[src/rtl/bcdtime_sync.sv]
// bcdtime_sync: aligns a requested time-of-day load to the next 1pps edge and optionally verifies it.
// Ports:
//   clk, rst_n            system clock, synchronous active-low reset
//   tsc_1pps, tsc_1ppms   one-cycle second / millisecond ticks
//   load_req, load_time   level load request and requested time (ms digits ignored)
//   load_ack, load_err    one-cycle accept/reject pulse, error flag for invalid time
//   cur_time              current time from bcdtime (used for verify)
//   set, set_time         one-cycle load strobe and value to bcdtime
//   busy, timeout         not-idle flag, one-cycle pulse when 1pps wait expires
//   mismatch              sticky verify-failure flag
// Optional verify stage enabled by defining BCDTIME_SYNC_VERIFY_EN.
package bcdtime_sync_pkg;
    typedef struct packed {
        logic [3:0] h10, h1, m10, m1, s10, s1, ms100, ms10, ms1;
    } time_t;
endpackage

module bcdtime_sync
    import bcdtime_sync_pkg::*;
#(
    parameter int TIMEOUT_MS = 1500,
    parameter int VERIFY_DLY = 1
) (
    input  logic  clk,
    input  logic  rst_n,
    input  logic  tsc_1pps,
    input  logic  tsc_1ppms,
    input  logic  load_req,
    input  time_t load_time,
    output logic  load_ack,
    output logic  load_err,
    input  time_t cur_time,
    output logic  set,
    output time_t set_time,
    output logic  busy,
    output logic  timeout,
    output logic  mismatch
);
    typedef enum logic [2:0] {IDLE, CALC, WAIT_PPS, SET, VERIFY} state_t;
    localparam int MW = $clog2(TIMEOUT_MS + 1);
    localparam logic [MW-1:0] MS_LAST = MW'(TIMEOUT_MS - 1);

    // Advance hh:mm:ss by one second with BCD carries; ms digits forced to zero.
    function automatic time_t inc_sec(input time_t t);
        time_t r;
        logic  c;
        logic  h_wrap;
        r      = '0;
        c      = 1'b1;
        r.s1   = (t.s1 == 4'd9) ? 4'd0 : t.s1 + 4'd1;
        c      = (t.s1 == 4'd9);
        r.s10  = c ? ((t.s10 == 4'd5) ? 4'd0 : t.s10 + 4'd1) : t.s10;
        c      = c && (t.s10 == 4'd5);
        r.m1   = c ? ((t.m1 == 4'd9) ? 4'd0 : t.m1 + 4'd1) : t.m1;
        c      = c && (t.m1 == 4'd9);
        r.m10  = c ? ((t.m10 == 4'd5) ? 4'd0 : t.m10 + 4'd1) : t.m10;
        c      = c && (t.m10 == 4'd5);
        h_wrap = (t.h10 == 4'd2) && (t.h1 == 4'd3);
        r.h1   = !c ? t.h1 : (h_wrap || t.h1 == 4'd9) ? 4'd0 : t.h1 + 4'd1;
        r.h10  = !c ? t.h10 : h_wrap ? 4'd0 : (t.h1 == 4'd9) ? t.h10 + 4'd1 : t.h10;
        return r;
    endfunction

    state_t         state, state_nx;
    time_t          tgt, set_time_q;
    logic [MW-1:0]  ms_cnt;
    logic           valid, accept, tmo_hit;

    assign valid = (load_time.s1 <= 4'd9) && (load_time.s10 <= 4'd5) &&
                   (load_time.m1 <= 4'd9) && (load_time.m10 <= 4'd5) &&
                   (load_time.h1 <= 4'd9) &&
                   ((load_time.h10 < 4'd2) || (load_time.h10 == 4'd2 && load_time.h1 <= 4'd3));
    // An outstanding ack means the requester has not yet seen it; do not re-evaluate.
    assign accept  = (state == IDLE) && load_req && !load_ack;
    // A 1pps in the same cycle as the final ms tick takes priority over the timeout.
    assign tmo_hit = (state == WAIT_PPS) && !tsc_1pps && tsc_1ppms && (ms_cnt == MS_LAST);

    always_ff @(posedge clk) begin
        if (!rst_n)
            state <= IDLE;
        else
            state <= state_nx;
    end

`ifdef BCDTIME_SYNC_VERIFY_EN
    localparam int PW = $clog2(VERIFY_DLY + 1);
    localparam logic [PW-1:0] PPS_LAST = PW'(VERIFY_DLY - 1);
    time_t          exp_t;
    logic [PW-1:0]  pps_cnt;
    logic           cmp_pend;
    logic           pps_cnt_ev;
    logic           unused_ok;

    assign pps_cnt_ev = (state == VERIFY) && tsc_1pps && !cmp_pend;
    assign unused_ok  = ^{cur_time[11:0], exp_t[11:0]};

    always_ff @(posedge clk) begin
        if (!rst_n) begin
            exp_t    <= '0;
            pps_cnt  <= '0;
            cmp_pend <= 1'b0;
            mismatch <= 1'b0;
        end else begin
            cmp_pend <= pps_cnt_ev && (pps_cnt == PPS_LAST);
            if (state == SET) begin
                exp_t   <= inc_sec(tgt);
                pps_cnt <= '0;
            end else if (pps_cnt_ev) begin
                pps_cnt <= pps_cnt + PW'(1);
                if (pps_cnt != PPS_LAST)
                    exp_t <= inc_sec(exp_t);
            end
            if (accept && valid)
                mismatch <= 1'b0;
            else if (state == VERIFY && cmp_pend && cur_time[35:12] != exp_t[35:12])
                mismatch <= 1'b1;
        end
    end
`else
    logic unused_ok;
    assign unused_ok = ^{cur_time, VERIFY_DLY};
    assign mismatch  = 1'b0;
`endif

    always_comb begin
        state_nx = state;
        unique case (state)
            IDLE:     state_nx = (accept && valid) ? CALC : IDLE;
            CALC:     state_nx = WAIT_PPS;
            WAIT_PPS: state_nx = tsc_1pps ? SET : tmo_hit ? IDLE : WAIT_PPS;
`ifdef BCDTIME_SYNC_VERIFY_EN
            SET:      state_nx = VERIFY;
            VERIFY:   state_nx = cmp_pend ? IDLE : VERIFY;
`else
            SET:      state_nx = IDLE;
            VERIFY:   state_nx = IDLE;
`endif
            default:  state_nx = IDLE;
        endcase
    end

    always_comb begin
        busy     = (state != IDLE);
        set      = rst_n && (state == WAIT_PPS) && tsc_1pps;
        timeout  = rst_n && tmo_hit;
        set_time = set ? tgt : set_time_q;
    end

    always_ff @(posedge clk) begin
        if (!rst_n) begin
            tgt        <= '0;
            set_time_q <= '0;
            ms_cnt     <= '0;
            load_ack   <= 1'b0;
            load_err   <= 1'b0;
        end else begin
            load_ack <= accept;
            load_err <= accept && !valid;
            if (accept && valid)
                tgt <= load_time;
            if (state == CALC) begin
                tgt    <= inc_sec(tgt);
                ms_cnt <= '0;
            end else if (state == WAIT_PPS && tsc_1ppms) begin
                ms_cnt <= ms_cnt + MW'(1);
            end
            if (set)
                set_time_q <= tgt;
        end
    end
endmodule
[config.mk]
export PLATFORM = sky130hd
export DESIGN_NAME = bcdtime_sync
export DESIGN_NICKNAME = d
export VERILOG_FILES = /design/src/rtl/bcdtime_sync.sv
export SDC_FILE = /design/constraint.sdc
export NUM_CORES = 1
export LEC_CHECK = 0
export ABC_AREA = 0
export BUFFER_PORTS_ARGS = -buffer_cell sky130_fd_sc_hd__buf_2
export CAP_MARGIN = 20
export CORE_UTILIZATION = 47
export DETAILED_ROUTE_END_ITERATION = 10
export HOLD_SLACK_MARGIN = 0.05
export PLACE_DENSITY = 0.81
export SETUP_SLACK_MARGIN = 0.4
export SYNTH_ARGS = -nofsm -noshare
export SYNTH_HDL_FRONTEND = slang
export SYNTH_SLANG_ARGS = --single-unit
[constraint.sdc]
create_clock -name clk -period 2.14 [get_ports clk]
set_input_delay 0 -clock clk [delete_from_list [all_inputs] [get_ports clk]]
set_output_delay 0 -clock clk [all_outputs]
set_load 0.02 [all_outputs]
---- Yosys cells after proc, flatten, opt, wreduce, memory -nomap -nowiden ----
Index checks and enable logic that the tools add are counted.
operators by class
  add/sub/neg operators ................... 7
  magnitude comparators ................... 7
  eq/ne operators ......................... 16
  muxes and demuxes ....................... 19
  bitwise gates (word level) .............. 1
  reductions and logical operators ........ 35
operators with widths
  cell                                                         count
  2-to-1 mux 36 bit                                            3
  2-to-1 mux 4 bit                                             12
  adder 4 x 1 -> 4 bit (second input constant)                 6
  logical AND 1 bit                                            21
  equality test 4 x 2 -> 1 bit (second input constant)         3
  equality test 4 bit (second input constant)                  3
  <= comparator 4 bit (second input constant)                  3
  adder 11 x 1 -> 11 bit (second input constant)               1
  equality test 11 bit (second input constant)                 1
  equality test 4 x 3 -> 1 bit (second input constant)         2
  <= comparator 4 x 3 -> 1 bit (second input constant)         2
  != test 2 x 1 -> 1 bit (second input constant)               4
  AND reduction 2 bit                                          4
  case mux 2 bit (3 select lines)                              1
  <= comparator 4 x 2 -> 1 bit (second input constant)         1
  less-than comparator 4 x 2 -> 1 bit (second input constant)  1
  2-to-1 mux 2 bit                                             2
  equality test 3 x 1 -> 1 bit (second input constant)         1
  equality test 3 x 2 -> 1 bit (second input constant)         1
  logical NOT 1 bit                                            3
  logical NOT 3 bit                                            1
  != test 3 x 1 -> 1 bit (second input constant)               1
  AND reduction 3 bit                                          1
  nonzero test 3 bit                                           1
  other kinds (5)                                              6
word-level totals
  bits in registers ....................... 88
  input port bits ......................... 77
  output and inout bits ................... 42
  word-level logic and storage cells ...... 107

---- Logic depth before layout (Yosys ltp) ----
Gate-level depths: netlist of the first run.
  depth in word-level cells ............... 9
  mapped depth ............................ 9

---- Worst setup path after synthesis of the first run ----
OpenSTA, ideal clock, no wires.
  path type ............................... register -> register
  start point ............................. register state[0]
  end point ............................... register tgt[17] (netlist bit)
  data arrival time ....................... 2.070 ns
  path slack .............................. -0.057 ns
  stages on the path, launching flop included .. 8
  clock period less this slack ............ 2.197 ns
  cells stage by stage .................... dfxtp_1 -> or2_1 -> or3b_4 -> or4_1 -> buf_2 -> and2_1 -> a221oi_1 -> nor2_1
between the ends
  cells in the longest elaborated chain, start to end .. 6
ends and longest elaborated chain
  what                                  RTL line  RTL
  start, declared                       64        state_t state, state_nx;
  start signal, assigned                82        state <= state_nx;
  logical NOT 3 bit                     74        assign accept = (state == IDLE) && load_req && !load_ack;
  logical AND 1 bit (2 in a row)        74
  logical AND 1 bit                     159       if (accept && valid)
  nonzero test 2 bit (no source line)   --
  AND reduction 2 bit (no source line)  --
  end signal, assigned                  160       tgt <= load_time;
  end signal, assigned                  162       tgt <= inc_sec(tgt);
  end, declared                         65        time_t tgt, set_time_q;
Parallel ways exist; a longest one is shown, timed or not.
A chain may end at the register's enable or synchronous reset.

---- Worst setup path after layout of the first run ----
  start point ............................. register tgt[19] (netlist bit)
  end point ............................... register tgt[32] (netlist bit)
between the ends
  cells in the longest elaborated chain, start to end .. 6
ends and longest elaborated chain
  what                                     RTL line  RTL
  equality test 4 x 3 -> 1 bit             53        c = c && (t.s10 == 4'd5);
  logical AND 1 bit                        53
  logical AND 1 bit                        55        c = c && (t.m1 == 4'd9);
  logical AND 1 bit                        57        c = c && (t.m10 == 4'd5);
  != test 2 x 1 -> 1 bit (no source line)  --
  AND reduction 3 bit (no source line)     --
No other way between the ends.

==> flow_metrics.py, run 1 <==
metrics = {
    "run_status": {
        "outcome": "complete, no violations",
    },
    "place": {
        "place_ws_ns": 0.0608,
        "portBuffers": 81,
        "dp.final_hpwl_mm": 7.26,
        "place.gp.congestion": 0.921,
        "dp.cells": 710,
    },
    "job": {
        "maxCapViolations": 0,
    },
    "worst_hold_path": {
        "hold_class": "in -> reg",
    },
    "power": {
        "p_int_uw": 2240,
        "pwr-share-clk": 0.392,
        "comb_power_share": 0.058,
        "p_sw_uw": 709,
        "power_density_mw_per_mm2": 500,
        "total_leakage_power_uw": 0.00249,
        "power_frac_seq": 0.550,
        "p_sw_frac": 0.240,
        "irDropWorstVdd_mv": 0.371,
    },
    "cells_and_area": {
        "drive_gt1_frac": 0.319,
        "syn_to_final_growth_pct": 46.6,
        "antennaDiodeCount": 0,
        "layout_commonest_cell": "nand2_1",
        "fin_cells": 775,
        "layout_common_cells": "nand2_1 (126), dfxtp_1 (82), buf_4 (61), buf_2 (51), nor2_1 (43)",
        "fin_util": 0.714,
        "fin_nets": 748,
        "fill_cells": 579,
    },
    "synthesis": {
        "yosysSeqAreaShare": 0.433,
        "synth.ff_latch_count": 87,
        "netlist_instances": 525,
        "synth_area_sq_mm": 0.00402,
        "synth_warnings": 0,
        "async_reset_ff_frac": 0,
        "synth_nets": 607,
        "synth_edf_count": 0,
        "ys.flop_type": "dfxtp_1",
        "ys_types": 50,
        "postSynthAreaPerCell_sq_um": 7.66,
    },
    "route": {
        "vias": 4424,
        "drc_errors": 0,
        "wl_mm": 13.0,
        "viasPerCell": 5.71,
        "wl_per_cell_um": 16.7,
        "drt-initial-drc-count": 373,
        "ant_nets": 0,
        "dr.pass1.iters": 5,
    },
    "grt": {
        "antenna_found_initial": 0,
        "overflow": 0,
        "grt_first_pass_wirelength_mm": 19.1,
        "grt_max_degree": 46,
        "grt_pass1_vias": 4123,
        "grt_usage": 0.274,
    },
    "critical_path": {
        "arrival_ns": 2.36,
        "worstPathRequired_ns": 2.40,
        "rr_startpoint": "tgt[19]",
        "r2r_end": "tgt[32]",
        "path_max_fanout": 4,
        "startpoint_type": "flip-flop",
        "crit_path_end_kind": "flip-flop",
        "reg2reg_slack_ns": 0.04,
        "crit_end": "tgt[32]",
        "critPathKind": "reg -> reg",
        "r2r_cells": 7,
        "cp-startpoint": "tgt[19]",
    },
    "clocking": {
        "htreeDepth": 3,
        "insertion_delay_ns": 0.36,
        "cts-root-buf": "clkbuf_8",
        "clk_path_buf_depth": 2,
        "cts_tree": "built",
        "cts.sinks": 87,
        "numCtsBuffers": 9,
        "clk_pin_slew_worst_paths_ns": 0.09,
    },
    "floorplanning": {
        "die_w_um": 94.5,
        "die_y_um": 94.5,
        "dieArea_sq_mm": 0.00893,
        "core_sq_mm": 0.00826,
        "rows": 33,
        "pin_count": 119,
        "start_util": 0.487,
    },
    "sta": {
        "finalSetupTns_ns": 0,
        "max_clock_freq_mhz": 477,
        "post-route-period-util": 0.980,
        "hold_violations": 0,
        "rsz0062_at_grt": "true",
        "layout_setup_ws_ns": 0.0430,
        "drv_slew": 0,
        "finalClockSkew_ns": 0.0102,
        "min_period_ns": 2.10,
        "finalSetupViolations": 0,
    },
}
[kinds of logic after synthesis]
family          Yosys count  share of synthesized area
simple gates            272                      0.316
compound gates          105                      0.165
flops                    87                      0.433
buf+inv                  43                     0.0432
xor+xnor                 11                     0.0239
fa+ha+maj                 5                     0.0155
other cells               1                   0.000932
mux                       1                    0.00280
[worst max-delay path, cell delays in order (launching register included)]
cell      delay [ns]
dfxtp_1         0.34
or4bb_4         0.61
nor3_4          0.20
a21o_1          0.17
buf_4           0.15
o211a_4         0.18
nor2_1          0.06
a211oi_1        0.27
[sequential cells by signal, summed over array words and instances (netlist names)]
register / cells
load_ack: 1
load_err: 1
ms_cnt: 11
set_time_q: 36
state: 2
tgt: 36
[stage by stage]
stage / instance area [sq um] / power [uW] / hold slack (ns)
floorplan: 4130 / 1710 / 0.136
finish: 5900 / 2950 / 0.0663
global placement: 4730 / 1770 / 0.249
CTS: 5690 / 2930 / 0.0504
global route: 5900 / 3020 / 0.0800
detailed placement: 4730 / 1780 / 0.252
[layer usage]
metal / GRT usage / part of all wire / routed length (um)
met5: 0 / 0 / 0
met4: 0.134 / 0.036 / 472
met2: 0.471 / 0.50 / 6450
met3: 0.0548 / 0.065 / 841
met1: 0.325 / 0.40 / 5190
[cell usage after synthesis (2+ instances only)]
cell,number,area share
or4_1,3,0.0056
a21oi_1,36,0.045
dfxtp_1,87,0.43
xnor2_1,6,0.013
or4bb_1,2,0.0056
clkbuf_1,25,0.023
or3_1,2,0.0031
o21ai_0,23,0.029
a211oi_1,9,0.017
nand2b_1,9,0.014
o31ai_1,3,0.0056
o211a_1,2,0.0050
o211ai_1,5,0.0093
inv_1,12,0.011
buf_2,4,0.0050
a221oi_1,5,0.011
and3_1,2,0.0031
a22o_1,2,0.0044
buf_4,2,0.0037
nor3_1,8,0.010
nor2_1,44,0.041
ha_1,5,0.016
xor2_1,5,0.011
nor2b_1,3,0.0047
o21ai_1,4,0.0050
nand3b_1,2,0.0037
a22oi_1,8,0.015
and2_1,37,0.058
nand3_1,12,0.015
nand2_1,138,0.13
[worst min-delay path by stage]
stage | depth (start not counted) | endpoint | startpoint | slack [ns]
6_report | 3 | load_err | load_time[34] | 0.07
5_1_grt | 4 | ms_cnt[1] | tsc_1ppms | 0.08
4_1_cts | 4 | tgt[26] | load_time[26] | 0.05
3_5_place_dp | 3 | tgt[5] | load_time[5] | 0.25
3_3_place_gp | 3 | tgt[0] | load_time[0] | 0.25
2_1_floorplan | 2 | tgt[16] | load_time[16] | 0.14
[power groups by stage]
stage	sequential, uW	clock, uW	combinational, uW
floorplan	1660	0	46.8
CTS	1620	1150	163
global route	1620	1210	184
global placement	1660	0	113
finish	1620	1160	173
detailed placement	1660	0	116
[area by class of cell]
cell class	instances	area, sq um	area share
Clock inverter	5	58.8	0.00997
Clock buffer	10	128	0.0216
Inverter	12	47.5	0.00806
Timing Repair Buffer	161	1360	0.231
Multi-Input combinational cell	395	2420	0.410
Tap cell	105	131	0.0223
Sequential cell	87	1750	0.297
[timing repair]
item,4_1_cts,5_1_grt
cloned,3,1
pin swaps,8,23
endpoints found under the hold margin,31,0
setup buffers,13,2
setup endpoints to repair,74,77
gates resized for setup,67,48
hold buffers,31,0
(Power assumes the default switching activity.)
==> inputs of run 2 (changes only) <==
- CELL_PAD_IN_SITES_DETAIL_PLACEMENT: not set -> 1
- CELL_PAD_IN_SITES_GLOBAL_PLACEMENT: not set -> 1
- CORE_UTILIZATION: 47 -> 33
- PLACE_DENSITY: 0.81 -> 0.79
==> run 2 against run 1 <==
Against the previous run: clock skew shrank 0.00072 ns; core utilization fell by 20 points; via count is 1.1% higher; clock power increased by 42%; register-to-register slack got worse by 0.02 ns; power is 17% higher; cell count up 5.7%; worst hold slack better by 0.00051 ns; first-iteration DRC count shrank 12%; critical path type unchanged; largest cell class unchanged.
==> flow_metrics.py, run 2 (synthesized netlist as in run 1, its figures left out) <==
metrics = {
    "clocking": {
        "cts_tree": "built",
        "clk_pin_slew_worst_paths_ns": 0.06,
        "cts-root-buf": "clkbuf_16",
        "numCtsBuffers": 9,
        "clk_path_buf_depth": 2,
        "insertion_delay_ns": 0.36,
        "htreeDepth": 3,
        "cts.sinks": 87,
    },
    "place": {
        "place.gp.congestion": 0.848,
        "dp.final_hpwl_mm": 8.85,
        "portBuffers": 81,
        "post_dp_cell_area_sq_mm": 0.00482,
        "dp.cells": 752,
    },
    "sta": {
        "drv_slew": 0,
        "finalSetupViolations": 0,
        "max_clock_freq_mhz": 472,
        "rsz0062_at_grt": "true",
        "min_period_ns": 2.12,
        "relSlewSlack": 0.665,
        "worst_pin_slew_ns": 0.501,
        "post-route-period-util": 0.990,
        "hold_violations": 0,
        "finalClockSkew_ns": 0.00946,
        "holdWs_ns": 0.0669,
        "finalSetupTns_ns": 0,
    },
    "grt": {
        "antenna_found_initial": 0,
        "grt_first_pass_wirelength_mm": 23.3,
        "grt_max_degree": 36,
        "grt_pass1_vias": 4647,
        "grt_usage": 0.241,
        "overflow": 0,
    },
    "route": {
        "ant_nets": 0,
        "wl_per_cell_um": 19.6,
        "viasPerCell": 5.46,
        "dr.pass1.iters": 5,
        "drc_errors": 0,
        "vias": 4474,
        "drt-initial-drc-count": 330,
        "wl_mm": 16.1,
    },
    "run_status": {
        "outcome": "complete, no violations",
    },
    "critical_path": {
        "r2r_cells": 6,
        "max_stage_delay_ns": 0.52,
        "arrival_ns": 2.35,
        "crit_chain": "or2_4 > or3b_4 > or4_4 > and2_4 > a221oi_2 > nor2_1",
        "startpoint_type": "flip-flop",
        "r2r_end": "tgt[17]",
        "reg2reg_slack_ns": 0.02,
        "rr_startpoint": "state[1]",
        "crit_path_end_kind": "flip-flop",
        "path_max_fanout": 4,
        "cpMaxStageDelayCell": "or4_4",
        "worstPathRequired_ns": 2.38,
        "critPathKind": "reg -> reg",
    },
    "cells_and_area": {
        "finish.instance_area_sq_mm": 0.00598,
        "layout_commonest_cell": "nand2_1",
        "regArea_sq_mm": 0.00175,
        "syn_to_final_growth_pct": 48.7,
        "multiInputGateArea_sq_mm": 0.00241,
        "fin_cells": 819,
        "drive_gt1_frac": 0.318,
        "fin_nets": 753,
        "fin_util": 0.513,
        "layout_common_cells": "nand2_1 (134), dfxtp_1 (83), buf_2 (66), buf_4 (48), nor2_1 (40)",
        "antennaDiodeCount": 0,
        "top_regs": "set_time_q: 36 flops, tgt: 36 flops, ms_cnt: 11 flops",
        "fill_cells": 1365,
    },
    "floorplanning": {
        "dieArea_sq_mm": 0.0126,
        "start_util": 0.345,
        "pin_count": 119,
        "core_sq_mm": 0.0117,
        "die_y_um": 112,
        "die_w_um": 112,
        "rows": 39,
    },
    "worst_hold_path": {
        "hold_class": "in -> reg",
        "min_delay_worst_endpoint": "load_err",
        "min_delay_path_depth": 3,
        "min_from": "load_time[34]",
    },
    "power": {
        "total_leakage_power_uw": 0.00256,
        "power_density_mw_per_mm2": 579,
        "irDropWorstVdd_mv": 0.340,
    },
    "job": {
        "maxCapViolations": 0,
    },
}
## run 2: changes by cell type in the layout (fill, tap and decap cells not counted), sizes merged
cell | before | now
clkinvlp | 2 | 0
clkinv | 1 | 4
dlygate4sd3 | 31 | 36
## run 2: repair_timing
action                     4_1_cts  5_1_grt
setup buffers                    5        7
setup endpoints to repair       81      105
cloned                           2        1
gates resized for setup         45       46
hold buffers                    36        0
pin swaps                        8       21
hold endpoints to repair        32        0
## run 2: routing by layer
| metal | up-vias | GRT usage | routed length, um | share of wire |
|---|---|---|---|---|
| met3 | 59 | 0.0637 | 943 | 0.059 |
| met2 | 199 | 0.427 | 8100 | 0.50 |
| met1 | 2159 | 0.265 | 6260 | 0.39 |
| li1 | 2057 | - | - | - |
| met5 | - | 0 | 0 | 0 |
| met4 | 0 | 0.127 | 753 | 0.047 |
## run 2: cell type report
class,count,share of cell area
clock inverter,6,0.0115
inverter,12,0.00753
timing repair buffer,166,0.216
clock buffer,10,0.0399
tap,143,0.0299
sequential,87,0.292
multi-input combinational,395,0.403
## run 2: worst max path at each step
| stage | slack [ns] | endpoint | start |
|---|---|---|---|
| 2_1_floorplan | 0.08 | tgt[17] | state[1] |
| 3_3_place_gp | 0.13 | state[0] | state[1] |
| 3_5_place_dp | 0.09 | tgt[18] | state[1] |
| 4_1_cts | 0.09 | state[0] | state[1] |
| 5_1_grt | -0.03 | tgt[28] | tgt[20] |
| 6_report | 0.02 | tgt[17] | state[1] |
## run 2: worst max-delay path: cells and delay by family, from the launching register on
family / cells / cell delay (ns)
AOI/OAI and AO/OA: 1 / 0.23
DFF: 1 / 0.32
and+or+nand+nor: 5 / 1.47
## run 2: stage by stage
stage / power, uW / setup slack (ns)
detailed placement: 1780 / 0.0867
global placement: 1770 / 0.132
CTS: 3470 / 0.0949
floorplan: 1710 / 0.0817
global route: 3580 / -0.0258
finish: 3460 / 0.0207
## run 2: power by group
group / leakage, uW / internal (uW) / switching [uW]
clock network: 0.000154 / 945 / 707
logic: 0.00170 / 89.9 / 95.1
registers: 0.000703 / 1620 / 2.54
